--- config.mk ---
export PLATFORM = sky130hd
export DESIGN_NAME = seq_shift_unit
export DESIGN_NICKNAME = d
export VERILOG_FILES = /design/src/rtl/shift_pkg.sv /design/src/rtl/shift_step.sv /design/src/rtl/seq_shift_unit.sv
export SDC_FILE = /design/constraint.sdc
export NUM_CORES = 1
export LEC_CHECK = 0
export ABC_AREA = 1
export BUFFER_PORTS_ARGS = -buffer_cell sky130_fd_sc_hd__buf_2
export CAP_MARGIN = 20
export CORE_MARGIN = 5
export CORE_UTILIZATION = 30
export DETAILED_ROUTE_END_ITERATION = 8
export SLEW_MARGIN = 20
export SYNTH_ARGS = -nofsm -noshare
export SYNTH_HDL_FRONTEND = slang
export SYNTH_HIERARCHICAL = 1
export SYNTH_SLANG_ARGS = --single-unit
--- constraint.sdc ---
create_clock -name clk -period 1.3 [get_ports clk]
set_input_delay 0.065 -clock clk [delete_from_list [all_inputs] [get_ports clk]]
set_output_delay 0.065 -clock clk [all_outputs]
set_load 0.05 [all_outputs]
--- src/rtl/shift_pkg.sv ---
// Shared types for the sequential shift/rotate unit: operation codes and FSM states.
package shift_pkg;

  typedef enum logic [2:0] {
    LSL = 3'd0,
    LSR = 3'd1,
    ASR = 3'd2,
    ROL = 3'd3,
    ROR = 3'd4
  } shift_dir_t;

  typedef enum logic [1:0] {
    IDLE  = 2'd0,
    SHIFT = 2'd1,
    DONE  = 2'd2
  } state_t;

endpackage

--- src/rtl/shift_step.sv ---
// One-position shift/rotate of the work value; codes outside LSL..ROR pass the value through.
// Purely combinational; o_out is the bit that leaves the word on this step.
module shift_step
  import shift_pkg::*;
#(
  parameter int n = 4
) (
  input  logic [n-1:0] i_work,
  input  logic [2:0]   i_dir,
  output logic [n-1:0] o_res,
  output logic         o_out
);

  always_comb begin
    o_res = i_work;
    o_out = 1'b0;
    case (i_dir)
      LSL: begin
        o_res = {i_work[n-2:0], 1'b0};
        o_out = i_work[n-1];
      end
      LSR: begin
        o_res = {1'b0, i_work[n-1:1]};
        o_out = i_work[0];
      end
      ASR: begin
        o_res = {i_work[n-1], i_work[n-1:1]};
        o_out = i_work[0];
      end
      ROL: begin
        o_res = {i_work[n-2:0], i_work[n-1]};
        o_out = i_work[n-1];
      end
      ROR: begin
        o_res = {i_work[0], i_work[n-1:1]};
        o_out = i_work[0];
      end
      default: begin
        o_res = i_work;
        o_out = 1'b0;
      end
    endcase
  end

endmodule

--- src/rtl/seq_shift_unit.sv ---
// Iterative shift/rotate: one position per clock, done pulse k+1 cycles after start.
// Starts arriving while busy (including the done cycle) are dropped, never queued.
module seq_shift_unit
  import shift_pkg::*;
#(
  parameter int n  = 4,
  parameter int sw = 3
) (
  input  logic          clk,
  input  logic          rst,
  input  logic          start,
  input  logic [n-1:0]  data,
  input  logic [sw-1:0] shift,
  input  logic [2:0]    direccion,
  output logic          busy,
  output logic          done,
  output logic [n-1:0]  y,
  output logic          carry,
  output logic          zero
);

  state_t        r_state;
  logic [n-1:0]  r_work;
  logic [sw-1:0] r_cnt;
  logic [2:0]    r_dir;
  logic          r_cwork;
  logic          r_busy;
  logic          r_done;
  logic [n-1:0]  r_y;
  logic          r_carry;
  logic          r_zero;

  logic [n-1:0]  w_step_res;
  logic          w_step_out;
  logic          w_no_steps;

  shift_step #(.n(n)) u_step (
    .i_work (r_work),
    .i_dir  (r_dir),
    .o_res  (w_step_res),
    .o_out  (w_step_out)
  );

  // Zero amount or a pass-through code skips SHIFT and goes straight to DONE.
  assign w_no_steps = (shift == '0) || (direccion > 3'd4);

  always_ff @(posedge clk or posedge rst) begin
    if (rst) begin
      r_state <= IDLE;
      r_work  <= '0;
      r_cnt   <= '0;
      r_dir   <= '0;
      r_cwork <= 1'b0;
      r_busy  <= 1'b0;
      r_done  <= 1'b0;
      r_y     <= '0;
      r_carry <= 1'b0;
      r_zero  <= 1'b1;
    end else begin
      case (r_state)
        IDLE: begin
          r_done <= 1'b0;
          if (start) begin
            r_work  <= data;
            r_cnt   <= shift;
            r_dir   <= direccion;
            r_cwork <= 1'b0;
            r_busy  <= 1'b1;
            if (w_no_steps) begin
              r_state <= DONE;
              r_done  <= 1'b1;
              r_y     <= data;
              r_carry <= 1'b0;
              r_zero  <= (data == '0);
            end else begin
              r_state <= SHIFT;
            end
          end
        end
        SHIFT: begin
          r_work  <= w_step_res;
          r_cwork <= w_step_out;
          r_cnt   <= r_cnt - 1'b1;
          if (r_cnt == sw'(1)) begin
            r_state <= DONE;
            r_done  <= 1'b1;
            r_y     <= w_step_res;
            r_carry <= w_step_out;
            r_zero  <= (w_step_res == '0);
          end
        end
        DONE: begin
          r_done  <= 1'b0;
          r_busy  <= 1'b0;
          r_state <= IDLE;
        end
        default: begin
          r_done  <= 1'b0;
          r_busy  <= 1'b0;
          r_state <= IDLE;
        end
      endcase
    end
  end

  assign busy  = r_busy;
  assign done  = r_done;
  assign y     = r_y;
  assign carry = r_carry;
  assign zero  = r_zero;

endmodule

[Word level (Yosys, flattened, before mapping)]
Cells that the tools add are included.
Storage, ports and cells
  output and inout port bits: 8
  input bits: 13
  word-level logic and storage cells: 63
  bits in registers: 20
Operators by class
  reduce and logical (&&, ||, !) cells: 14
  mux-type cells: 28
  bitwise logic cells: 1
  eq/ne operators: 9
  $add $sub $neg: 1
  order comparisons: 1
Operators with widths (count)
  $pmux W4 S5: 1
  $mux W4: 4
  $pmux W4 S2: 2
  $mux W1: 10
  $pmux W1 S2: 5
  $logic_not A4 Y1: 2
  $reduce_and A2 Y1: 4
  $eq A3 B1 Y1 const B: 2
  $eq A3 B2 Y1 const B: 2
  $logic_not A3 Y1: 2
  $mux W2: 3
  $ne A2 B2 Y1 const B: 3
  $pmux W3 S2: 1
  $pmux W2 S2: 1
  $reduce_and A4 Y1: 1
  $eq A3 B3 Y1 const B: 1
  $gt A3 B3 Y1 const B: 1
  $mux W3: 1
  $reduce_or A3 Y1: 1
  $sub A3 B1 Y3 const B: 1
  $eq A2 B1 Y1 const B: 1
  $logic_not A2 Y1: 1
  $reduce_bool A2 Y1: 1
  $reduce_or A2 Y1: 1
  other kinds (2): 2

[Logic depth before layout (Yosys ltp)]
Gate-level depths: netlist of run 1.
  depth after elaboration: 5
  gate-level depth with buffers: 11
  mapped depth without buffers: 11

[Modules after synthesis]
Netlist of run 1, hierarchy kept.
By module, submodules not included
  seq_shift_unit: times used 1, cells each 126, area each 1003.5 um2, sequential area each 501.7 um2
  shift_step: times used 1, cells each 48, area each 256.5 um2, sequential area each 0.0 um2

[Worst setup path before layout of run 1]
Ideal clock, no wire load.
  path kind: reg2reg
  start: reg r_dir[1]
  end: reg r_zero, in the netlist zero
  arrival: 1.237 ns
  path buffers: 1
  setup slack: 0.002 ns
  period minus slack after synthesis: 1.298 ns
  cell stages (with the launch flop): 11
  setup time: 0.060 ns
  data required time: 1.240 ns
  cells stage by stage: dfrtp_1 buf_6 nor2_2 nor2_2 nand2_1 nand4_1 nor2_1 nand3_1 nand2_1 nand3_1 nand2_1
On the way
  cells in the longest elaborated chain, start to end: 5
  elaborated cells on any way between the ends: 9
  classes of those cells: 4 x eq/ne; 3 x mux; 2 x reduce/logical
Ends and longest elaborated chain
  start, declared: RTL line seq_shift_unit.sv:25  | logic [2:0] r_dir;
  start signal, assigned: RTL line seq_shift_unit.sv:66  | r_dir <= direccion;
  $eq A3 B3 Y1, or another cell as far along: RTL line shift_step.sv:17  | case (i_dir)
  $pmux W4 S5 *: RTL line shift_step.sv:17
  net w_step_res[3]: RTL line seq_shift_unit.sv:33  | logic [n-1:0] w_step_res;
  $logic_not A4 Y1 *: RTL line seq_shift_unit.sv:89  | r_zero <= (w_step_res == '0);
  $mux W1 *: RTL line seq_shift_unit.sv:84  | if (r_cnt == sw'(1)) begin
  $pmux W1 S2 *: RTL line seq_shift_unit.sv:60  | case (r_state)
  end signal, assigned: RTL line seq_shift_unit.sv:74  | r_zero <= (data == '0);
  end signal, assigned: RTL line seq_shift_unit.sv:89
  end, declared: RTL line seq_shift_unit.sv:31  | logic r_zero;
The timed path passes the listed nets; every way through them passes the cells marked *. The select of a mux whose other input is x is not followed.
A chain may end at the register's enable or synchronous reset.

[Final worst setup path of run 1]
  start: reg r_dir[0]
  end: reg r_zero, in the netlist zero
The elaborated chain is that of the path after synthesis.

==> out/metrics.cfg, run 1 <==
[timing]
fmax_ghz=0.723
hold_viol_final=0
slew_headroom_pct=69.1
setup_viol=7
timing.final.crit_period_ns=1.38
skew_ns=0.00620
tightest_slew_ns=0.459
timing.hold.ws_ns=0.0254
finalCritPeriodShare_pct=106
rsz0062_at_grt=yes
timing.final.max_slew_violations=0
postLayoutSetupSlackWorst_ns=-0.0835

[power_and_ir_drop]
netsw_w=0.00222
power_frac_seq_pct=28.5
comb_power_share_pct=60.7
ir_drop_mv=1.08
p_int_w=0.00218
clkPwrFrac_pct=10.8
sw_frac_of_total_pct=50.4
power_total_w=0.00440
power.static_leakage_nw=0.875
cellPowerDensity_mw_per_mm2=2730

[yosys]
ys_seq_elements=20
synth_top_cells_by_count=nand2_1, nand3_1, dfrtp_1, inv_1, nor2_1
biggest_area_consumer_among_synthesized_cells=dfrtp_1
netlist_area_mm2=0.00126
asyncSetResetFlopFracSynth_pct=100
synth_flop_cell=dfrtp_1
yosysSeqAreaShare_pct=39.8
syn_inst=174
synth_area_leaders=dfrtp_1, nand2_1, nand3_1
number_of_unique_standard_cell_types_used_by_synthesis=20
postSynthNetCount=189
netlist.area_leader.share_pct=37.7
post_synth_edffs=0
postSynthAreaPerCell_um2=7.24
most_frequent_cell_after_synthesis=nand2_1
yosysWarnings=6

[drt]
vias=1215
vias_per_cell=4.66
drt-wirelength-per-cell_um=11.3
postRouteAntennaNets=0
number_of_remaining_drc_errors=0
detail_route.iter0.violations=55
wirelength_mm=2.95
drt_pre_antenna_iters=4

[final_layout]
drive_above_1_share_pct=32.7
postLayoutCoreUtil_pct=40.0
layoutNonFillerInstCount=261
syn_to_final_growth_pct=27.8
antenna-diode-count=0
finalNetCount=227

[die]
floorplan.rows=23
die-height_um=74.8
chipWidth_um=74.8
core_mm2=0.00403
initial_core_util_pct=31.3
fp.dieArea_mm2=0.00560
io_pins=21

[worst_hold_path]
hold_path_class=in -> reg

[setup_path]
start_kind=flip-flop
arrival_ns=1.59
cpPeakStageDelay_ns=0.48
worst-path-max-fanout=7
worst_setup_path_end_kind=flip-flop
setup.worst_path.class=reg -> reg
crit_path_top_delay_cell=dfrtp_2
crit_path_cell_trace=inv_4 > nor2_4 > nand3_2 > nand2_1 > nor2_1 > nand3_1 > nor2_1 > nand3_1 > nand2_1 > nand3_1 > nand2_1
required_ns=1.51

[clock_tree]
cts-htree-levels=1
clock_tree_from_tritoncts=built
cts_buffers=3
clkSinkCount=20
ctsLongestPathBuffers=2
clk_latency_ns=0.26
clock_pin_slew_worst_setup_and_hold_paths_ns=0.08
clk_root_buffer_cell=clkbuf_8

[grt]
first_global_vias=1152
grtUsageTotal_pct=11.5
number_of_antenna_violations_at_the_first_check_in_global_routing=0
grt_pass1_wl_mm=5.02
remaining_overflow_grt=0
grt_start_max_net_pins=21

[placed_design]
buffer_ports.inserted=20
gp_congestion=0.865
dp.final_hpwl_mm=2.24
placed_cells_incl_taps=251
preCtsSetupSlack_ns=-0.198

[run]
cap_viol_max_count=0

[status]
violations=negative setup slack
result_of_the_run=finished with violations

per-layer routing:
layer,track usage [%],share of wire [%],up-vias
met1,15.2,44,553
met3,1.87,3.3,6
met5,0,0,-
li1,-,-,632
met2,19.0,51,24
met4,3.75,1.3,0
per-stage QoR:
step / setup TNS [ns] / instance area, µm²
6_report: -0.258 / 1610
5_1_grt: -1.50 / 1610
4_1_cts: -0.402 / 1590
3_5_place_dp: -1.02 / 1460
3_3_place_gp: -0.859 / 1460
2_1_floorplan: 0 / 1260
state kept, by name, summed over array words and instances (netlist names):
| signal | flops |
|---|---|
| done | 1 |
| zero | 1 |
| r_state | 2 |
| carry | 1 |
| r_dir | 3 |
| r_work | 4 |
| busy | 1 |
| y | 4 |
| r_cnt | 3 |
worst paths after layout:
kind / slack, ns / from / cells past startpoint / to
worst max-delay path: -0.08 / r_dir[0] / 11 / zero
worst min-delay path: 0.03 / direccion[0] / 3 / r_dir[0]
worst max register to register: -0.08 / r_dir[0] / 11 / zero
worst min register to register: 0.47 / zero / 2 / zero
max in group asynchronous: 0.66 / rst / 4 / zero
min in group asynchronous: 0.37 / rst / 4 / r_cnt[0]
worst max-delay path, delay by kind of cell, from the launching register on:
kind                   cells  cell delay [ns]
buffers and inverters      1             0.11
and+or+nand+nor           10             0.74
DFF                        1             0.48
power by group through the flow:
stage	logic [W]	registers (W)	clock network (W)
2_1_floorplan	0.00154	0.00156	0
3_3_place_gp	0.00248	0.00123	0
3_5_place_dp	0.00249	0.00123	0
4_1_cts	0.00265	0.00124	0.000491
5_1_grt	0.00300	0.00131	0.000520
6_report	0.00267	0.00125	0.000476
layout by cell type (no fill, tap or decap), drive strengths merged:
cell	instances
and2	1
buf	35
clkbuf	4
dfrtp	19
dfstp	1
dlygate4sd3	1
ha	2
inv	15
nand2	81
nand3	22
nand4	6
nor2	13
nor3	2
o21ai	8
or2	1
repair_timing:
item | 4_1_cts | 5_1_grt
hold endpoints to repair | 19 | 0
hold buffers | 1 | 0
pin swaps | 9 | 9
gates resized for setup | 10 | 5
setup buffers | 4 | 1
endpoints found under the setup margin | 10 | 12
logic make-up after synthesis:
family | Yosys count | synth area share, %
AND/OR/NAND/NOR | 126 | 47.9
AO/OA/AOI/OAI | 8 | 3.18
flip-flops | 20 | 39.8
adder cells (fa/ha/maj) | 2 | 1.99
buffers and inverters | 18 | 7.15
final cells by class:
class / count / area, µm²
Tap cell: 50 / 62.6
Inverter: 15 / 58.8
Timing Repair Buffer: 36 / 230
Fill cell: 441 / 2420
Multi-Input combinational cell: 136 / 698
Sequential cell: 20 / 505
Clock buffer: 4 / 55.1
Note: power is estimated with default switching activity, not from simulation.
==> run 2, diff against run 1 <==
==> constraint.sdc (replaced) <==
create_clock -name clk -period 1.69 [get_ports clk]
set_input_delay 0.0845 -clock clk [delete_from_list [all_inputs] [get_ports clk]]
set_output_delay 0.0845 -clock clk [all_outputs]
set_load 0.05 [all_outputs]
==> out/metrics.cfg, run 2 (synthesis gave the netlist of run 1 again) <==
[status]
result_of_the_run=finished, final reports clean  ; was finished with violations

[setup_path]
worst_path_dominant_cell_family=simple AND/OR/NAND/NOR gates  ; unchanged
cpPeakStageDelay_ns=0.53  ; was 0.48 ns
reg2reg_depth=10  ; was 11
crit_top_cell=nand3_1
crit_path_cell_trace=inv_1 > nand3_1 > nand2_1 > nor2_1 > nand3_1 > nor2_1 > nand3_1 > nand2_1 > nand3_1 > nand2_1  ; was inv_4 > nor2_4 > nand3_2 > nand2_1 > nor2_1 > nand3_1 > nor2_1 > nand3_1 > nand2_1 > nand3_1 > nand2_1
worst_setup_path_end_kind=flip-flop  ; unchanged
worst-path-stages=10  ; was 11
arrival_ns=1.69  ; was 1.59 ns
crit_path_top_delay_cell=dfrtp_1  ; was dfrtp_2
start_kind=flip-flop  ; unchanged
worst-path-max-fanout=10  ; was 7
required_ns=1.89  ; was 1.51 ns
setup.worst_path.class=reg -> reg  ; unchanged
critPathBufInv=1  ; unchanged

[timing]
postLayoutSetupSlackWorst_ns=0.197  ; was -0.0835 ns
timing.final.crit_period_ns=1.49  ; was 1.38 ns
setup_viol=0  ; was 7
slew_headroom_pct=75.2  ; was 69.1%
totalNegativeSetupSlack_ns=0  ; was -0.258 ns
skew_ns=0.00531  ; was 0.00620 ns
hold_viol_final=0  ; unchanged
fmax_ghz=0.670  ; was 0.723 GHz
rsz0062_at_grt=no  ; was yes
timing.final.max_slew_violations=0  ; unchanged
finalCritPeriodShare_pct=88.3  ; was 106%
tightest_slew_ns=0.369  ; was 0.459 ns

[clock_tree]
cts-htree-levels=1  ; unchanged
clkSinkCount=20  ; unchanged
clk_latency_ns=0.25  ; was 0.26 ns
clock_tree_from_tritoncts=built  ; unchanged
cts_buffers=3  ; unchanged
ctsLongestPathBuffers=2  ; unchanged
clock_pin_slew_worst_setup_and_hold_paths_ns=0.07  ; was 0.08 ns
clk_root_buffer_cell=clkbuf_8  ; unchanged

[die]
io_pins=21  ; unchanged
core_mm2=0.00403  ; unchanged
initial_core_util_pct=31.3  ; unchanged
fp.dieArea_mm2=0.00560  ; unchanged
floorplan.rows=23  ; unchanged
chipWidth_um=74.8  ; unchanged
die-height_um=74.8  ; unchanged

[placed_design]
dp.final_hpwl_mm=2.28  ; was 2.24 mm
gp_congestion=0.854  ; was 0.865
preCtsSetupSlack_ns=0.106  ; was -0.198 ns
dp_area_mm2=0.00140  ; was 0.00146 mm²
buffer_ports.inserted=20  ; unchanged

[run]
cap_viol_max_count=0  ; unchanged

[power_and_ir_drop]
netsw_w=0.00161  ; was 0.00222 W
ir_drop_mv=0.779  ; was 1.08 mV
p_int_w=0.00144  ; was 0.00218 W
cellPowerDensity_mw_per_mm2=2080  ; was 2730 mW/mm²
power.static_leakage_nw=0.797  ; was 0.875 nW
comb_power_share_pct=55.8  ; was 60.7%
power_frac_seq_pct=32.6  ; was 28.5%
clkPwrFrac_pct=11.7  ; was 10.8%
sw_frac_of_total_pct=52.9  ; was 50.4%

[grt]
first_global_vias=1197  ; was 1152
number_of_antenna_violations_at_the_first_check_in_global_routing=0  ; unchanged
remaining_overflow_grt=0  ; unchanged
grt_start_max_net_pins=21  ; unchanged
grt_pass1_wl_mm=5.03  ; was 5.02 mm
grtUsageTotal_pct=11.5  ; about the same

[final_layout]
filler_cell_count=469  ; was 441
finalNetCount=213  ; was 227
postLayoutCoreUtil_pct=36.3  ; was 40.0%
final_cell_mix=nand2_1, nand3_1, buf_2, dfrtp_1, inv_1  ; was nand2_1, buf_2, nand3_1, dfrtp_1, buf_4
mostFrequentLayoutCell=nand2_1  ; unchanged
stdcell_area_mm2=0.00146  ; was 0.00161 mm²
syn_to_final_growth_pct=16.1  ; was 27.8%
antenna-diode-count=0  ; unchanged
drive_above_1_share_pct=24.9  ; was 32.7%

[drt]
wirelength_mm=2.82  ; was 2.95 mm
vias=1155  ; was 1215
postRouteAntennaNets=0  ; unchanged
detail_route.iter0.violations=41  ; was 55
drt-wirelength-per-cell_um=11.4  ; was 11.3 µm
drt_pre_antenna_iters=4  ; unchanged
number_of_remaining_drc_errors=0  ; unchanged
vias_per_cell=4.68  ; was 4.66

[worst_hold_path]
hold_path_class=in -> reg  ; unchanged
timing.hold.worst_path_depth=3  ; unchanged

==> run 2: cell count changes in the layout (fill, tap and decap cells not counted), sizes merged <==
cell / previous run / this run
buf: 35 / 21
==> run 2: worst register-to-register path, stage by stage (launching register included) <==
cell and delay (ns):
dfrtp_1 0.53, inv_1 0.17, nand3_1 0.11, nand2_1 0.05, nor2_1 0.09, nand3_1 0.11
nor2_1 0.11, nand3_1 0.07, nand2_1 0.07, nand3_1 0.06, nand2_1 0.08
==> run 2: worst paths after layout <==
check	start	endpoint	slack, ns
worst max-delay path	r_dir[1]	zero	0.20
worst min-delay path	direccion[1]	r_dir[1]	0.04
worst max register to register	r_dir[1]	zero	0.20
min in group asynchronous	rst	r_cnt[0]	0.39
max in group asynchronous	rst	zero	1.03
worst min register to register	y[0]	y[0]	0.47
==> run 2: timing repair <==
item / CTS / global route
hold endpoints to repair: 19 / 0
setup buffers: 0 / 0
resized for setup: 0 / 1
endpoints found under the setup margin: 0 / 8
hold buffers: 1 / 0
==> run 2: layout make-up <==
cell class                 count  area, µm²  area share (%)
timing repair buffer          22        118            8.04
clock buffer                   4       55.1            3.76
tap                           50       62.6            4.28
sequential                    20        503            34.4
inverter                      15       56.3            3.85
multi-input combinational    136        668            45.7
==> run 2: power groups by stage <==
stage / combinational [W] / sequential [W] / clock [W]
floorplan: 0.00118 / 0.00120 / 0
global placement: 0.00170 / 0.000995 / 0
detailed placement: 0.00172 / 0.000997 / 0
CTS: 0.00173 / 0.000988 / 0.000373
global route: 0.00193 / 0.00103 / 0.000397
finish: 0.00170 / 0.000991 / 0.000356
==> run 2: stage by stage <==
stage	hold WS, ns	std cells	total power [W]
finish	0.0388	247	0.00305
floorplan	0.0476	174	0.00238
CTS	0.0368	247	0.00309
global route	0.0643	247	0.00336
global placement	0.125	242	0.00269
detailed placement	0.127	242	0.00272
==> run 2: layer usage <==
metal	up-vias	track usage [%]	part of all wire, %
li1	600	-	-
met1	533	13.7	45
met2	17	21.3	51
met3	5	1.74	2.4
met4	0	2.96	0.96
met5	-	0	0
==> run 3, diff against run 2 <==
--- a/config.mk
+++ b/config.mk
@@ -9,7 +9,7 @@
 export BUFFER_PORTS_ARGS = -buffer_cell sky130_fd_sc_hd__buf_2
 export CAP_MARGIN = 20
 export CORE_MARGIN = 5
-export CORE_UTILIZATION = 30
+export CORE_UTILIZATION = 35
 export DETAILED_ROUTE_END_ITERATION = 8
 export SLEW_MARGIN = 20
 export SYNTH_ARGS = -nofsm -noshare
==> out/metrics.cfg, run 3 (synthesis gave the netlist of run 1 again) <==
[clock_tree]
clock_pin_slew_worst_setup_and_hold_paths_ns=0.11  ; was 0.07 ns
ctsLongestPathBuffers=2  ; unchanged
cts_buffers=3  ; unchanged
clock_tree_from_tritoncts=built  ; unchanged
cts-htree-levels=1  ; unchanged
clkSinkCount=20  ; unchanged
clk_latency_ns=0.30  ; was 0.25 ns
clk_root_buffer_cell=clkbuf_4  ; was clkbuf_8

[power_and_ir_drop]
clkPwrFrac_pct=8.1  ; was 11.7%
power_total_w=0.00290  ; was 0.00305 W
netsw_w=0.00158  ; was 0.00161 W
sw_frac_of_total_pct=54.4  ; was 52.9%
cellPowerDensity_mw_per_mm2=1990  ; was 2080 mW/mm²
comb_power_share_pct=58.0  ; was 55.8%
power.static_leakage_nw=0.794  ; was 0.797 nW
power_frac_seq_pct=33.9  ; was 32.6%
ir_drop_mv=0.957  ; was 0.779 mV
p_int_w=0.00132  ; was 0.00144 W

[timing]
timing.final.crit_period_ns=1.47  ; was 1.49 ns
tightest_slew_ns=0.331  ; was 0.369 ns
rsz0062_at_grt=no  ; unchanged
hold_viol_final=0  ; unchanged
skew_ns=0.00586  ; was 0.00531 ns
setup_viol=0  ; unchanged
timing.hold.ws_ns=0.0354  ; was 0.0388 ns
totalNegativeSetupSlack_ns=0  ; unchanged
slew_headroom_pct=77.7  ; was 75.2%
timing.final.max_slew_violations=0  ; unchanged
fmax_ghz=0.680  ; was 0.670 GHz
finalCritPeriodShare_pct=87.0  ; was 88.3%

[grt]
number_of_antenna_violations_at_the_first_check_in_global_routing=0  ; unchanged
grt_pass1_wl_mm=4.84  ; was 5.03 mm
first_global_vias=1126  ; was 1197
remaining_overflow_grt=0  ; unchanged
grtUsageTotal_pct=11.8  ; was 11.5%
grt_start_max_net_pins=21  ; unchanged

[final_layout]
antenna-diode-count=0  ; unchanged
postLayoutCoreUtil_pct=42.7  ; was 36.3%
final_cell_mix=nand2_1, nand3_1, buf_2, dfrtp_1, inv_1  ; unchanged
finalNetCount=216  ; was 213
filler_cell_count=374  ; was 469
mostFrequentLayoutCell=nand2_1  ; unchanged
syn_to_final_growth_pct=15.9  ; was 16.1%
drive_above_1_share_pct=24.5  ; was 24.9%
layoutNonFillerInstCount=246  ; was 247

[drt]
number_of_remaining_drc_errors=0  ; unchanged
vias=1147  ; was 1155
wirelength_mm=2.66  ; was 2.82 mm
drt_pre_antenna_iters=4  ; unchanged
detail_route.iter0.violations=57  ; was 41
vias_per_cell=4.66  ; was 4.68
postRouteAntennaNets=0  ; unchanged
drt-wirelength-per-cell_um=10.8  ; was 11.4 µm

[setup_path]
worst_path_dominant_cell_family=simple AND/OR/NAND/NOR gates  ; unchanged
required_ns=1.94  ; was 1.89 ns
worst-path-max-fanout=9  ; was 10
start_kind=flip-flop  ; unchanged
crit_path_cell_trace=inv_1 > nand4_1 > nand2_1 > nor2_1 > nand3_1 > nor2_1 > nand3_1 > nand2_1 > nand3_1 > nand2_1  ; was inv_1 > nand3_1 > nand2_1 > nor2_1 > nand3_1 > nor2_1 > nand3_1 > nand2_1 > nand3_1 > nand2_1
cpPeakStageDelay_ns=0.49  ; was 0.53 ns
arrival_ns=1.72  ; was 1.69 ns
critPathBufInv=1  ; unchanged
setup.worst_path.class=reg -> reg  ; unchanged
crit_path_top_delay_cell=dfrtp_2  ; was dfrtp_1
worst_setup_path_end_kind=flip-flop  ; unchanged

[die]
core_mm2=0.00342  ; was 0.00403 mm²
fp.dieArea_mm2=0.00490  ; was 0.00560 mm²
die-height_um=70  ; was 74.8 µm
floorplan.rows=21  ; was 23
chipWidth_um=70  ; was 74.8 µm
io_pins=21  ; unchanged
initial_core_util_pct=36.9  ; was 31.3%

[status]
result_of_the_run=finished, final reports clean  ; unchanged

[placed_design]
dp.final_hpwl_mm=2.10  ; was 2.28 mm
placed_cells_incl_taps=238  ; was 242
buffer_ports.inserted=20  ; unchanged
gp_congestion=0.868  ; was 0.854

[run]
cap_viol_max_count=0  ; unchanged

[worst_hold_path]
hold_path_class=in -> reg  ; unchanged

[run 3: area by class of cell]
| class | instances | area (µm²) | area share (%) |
|---|---|---|---|
| clock buffer | 4 | 26.3 | 1.80 |
| inverter | 15 | 56.3 | 3.86 |
| multi-input combinational | 136 | 668 | 45.8 |
| sequential | 20 | 504 | 34.5 |
| tap | 46 | 57.6 | 3.94 |
| timing repair buffer | 25 | 148 | 10.1 |
[run 3: worst reg2reg max path, cell delays in order, from the launching register on]
cell and delay (ns):
dfrtp_2 0.49, inv_1 0.16, nand4_1 0.10, nand2_1 0.06, nor2_1 0.10, nand3_1 0.11
nor2_1 0.12, nand3_1 0.08, nand2_1 0.07, nand3_1 0.06, nand2_1 0.07
[run 3: worst paths after layout]
path | slack, ns | start | cells past startpoint | endpoint
setup / recovery | 0.22 | r_dir[2] | 10 | zero
hold / removal | 0.04 | shift[2] | 3 | r_cnt[2]
setup reg to reg | 0.22 | r_dir[2] | 10 | zero
hold reg to reg | 0.48 | zero | 2 | zero
max in group asynchronous | 1.07 | rst | 4 | zero
min in group asynchronous | 0.35 | rst | 4 | r_state[1]
[run 3: per-stage QoR]
stage	area, µm²	worst slack [ns]
after CTS	1460	0.0936
after global routing	1460	0.0620
after detailed placement	1390	0.128
after global placement	1390	0.144
after floorplan	1260	0.392
final	1460	0.220
[run 3: what timing repair did]
item | in CTS | in global routing
setup endpoints to repair | 0 | 6
gates resized for setup | 0 | 2
hold buffers | 4 | 0
endpoints found under the hold margin | 22 | 0
buffers inserted | 0 | 0
[run 3: metal layers]
layer / vias up / global-route usage, % / routed length (µm)
li1: 606 / - / -
met1: 523 / 14.4 / 1220
met2: 14 / 21.1 / 1340
met3: 4 / 1.72 / 76
met4: 0 / 3.83 / 29
met5: - / 0 / 0
[run 3: power groups by stage]
stage | clock [W] | combinational (W) | sequential, W
5_1_grt | 0.000267 | 0.00193 | 0.00104
2_1_floorplan | 0 | 0.00118 | 0.00120
4_1_cts | 0.000248 | 0.00171 | 0.000982
6_report | 0.000236 | 0.00168 | 0.000985
3_5_place_dp | 0 | 0.00169 | 0.000994
3_3_place_gp | 0 | 0.00170 | 0.000991
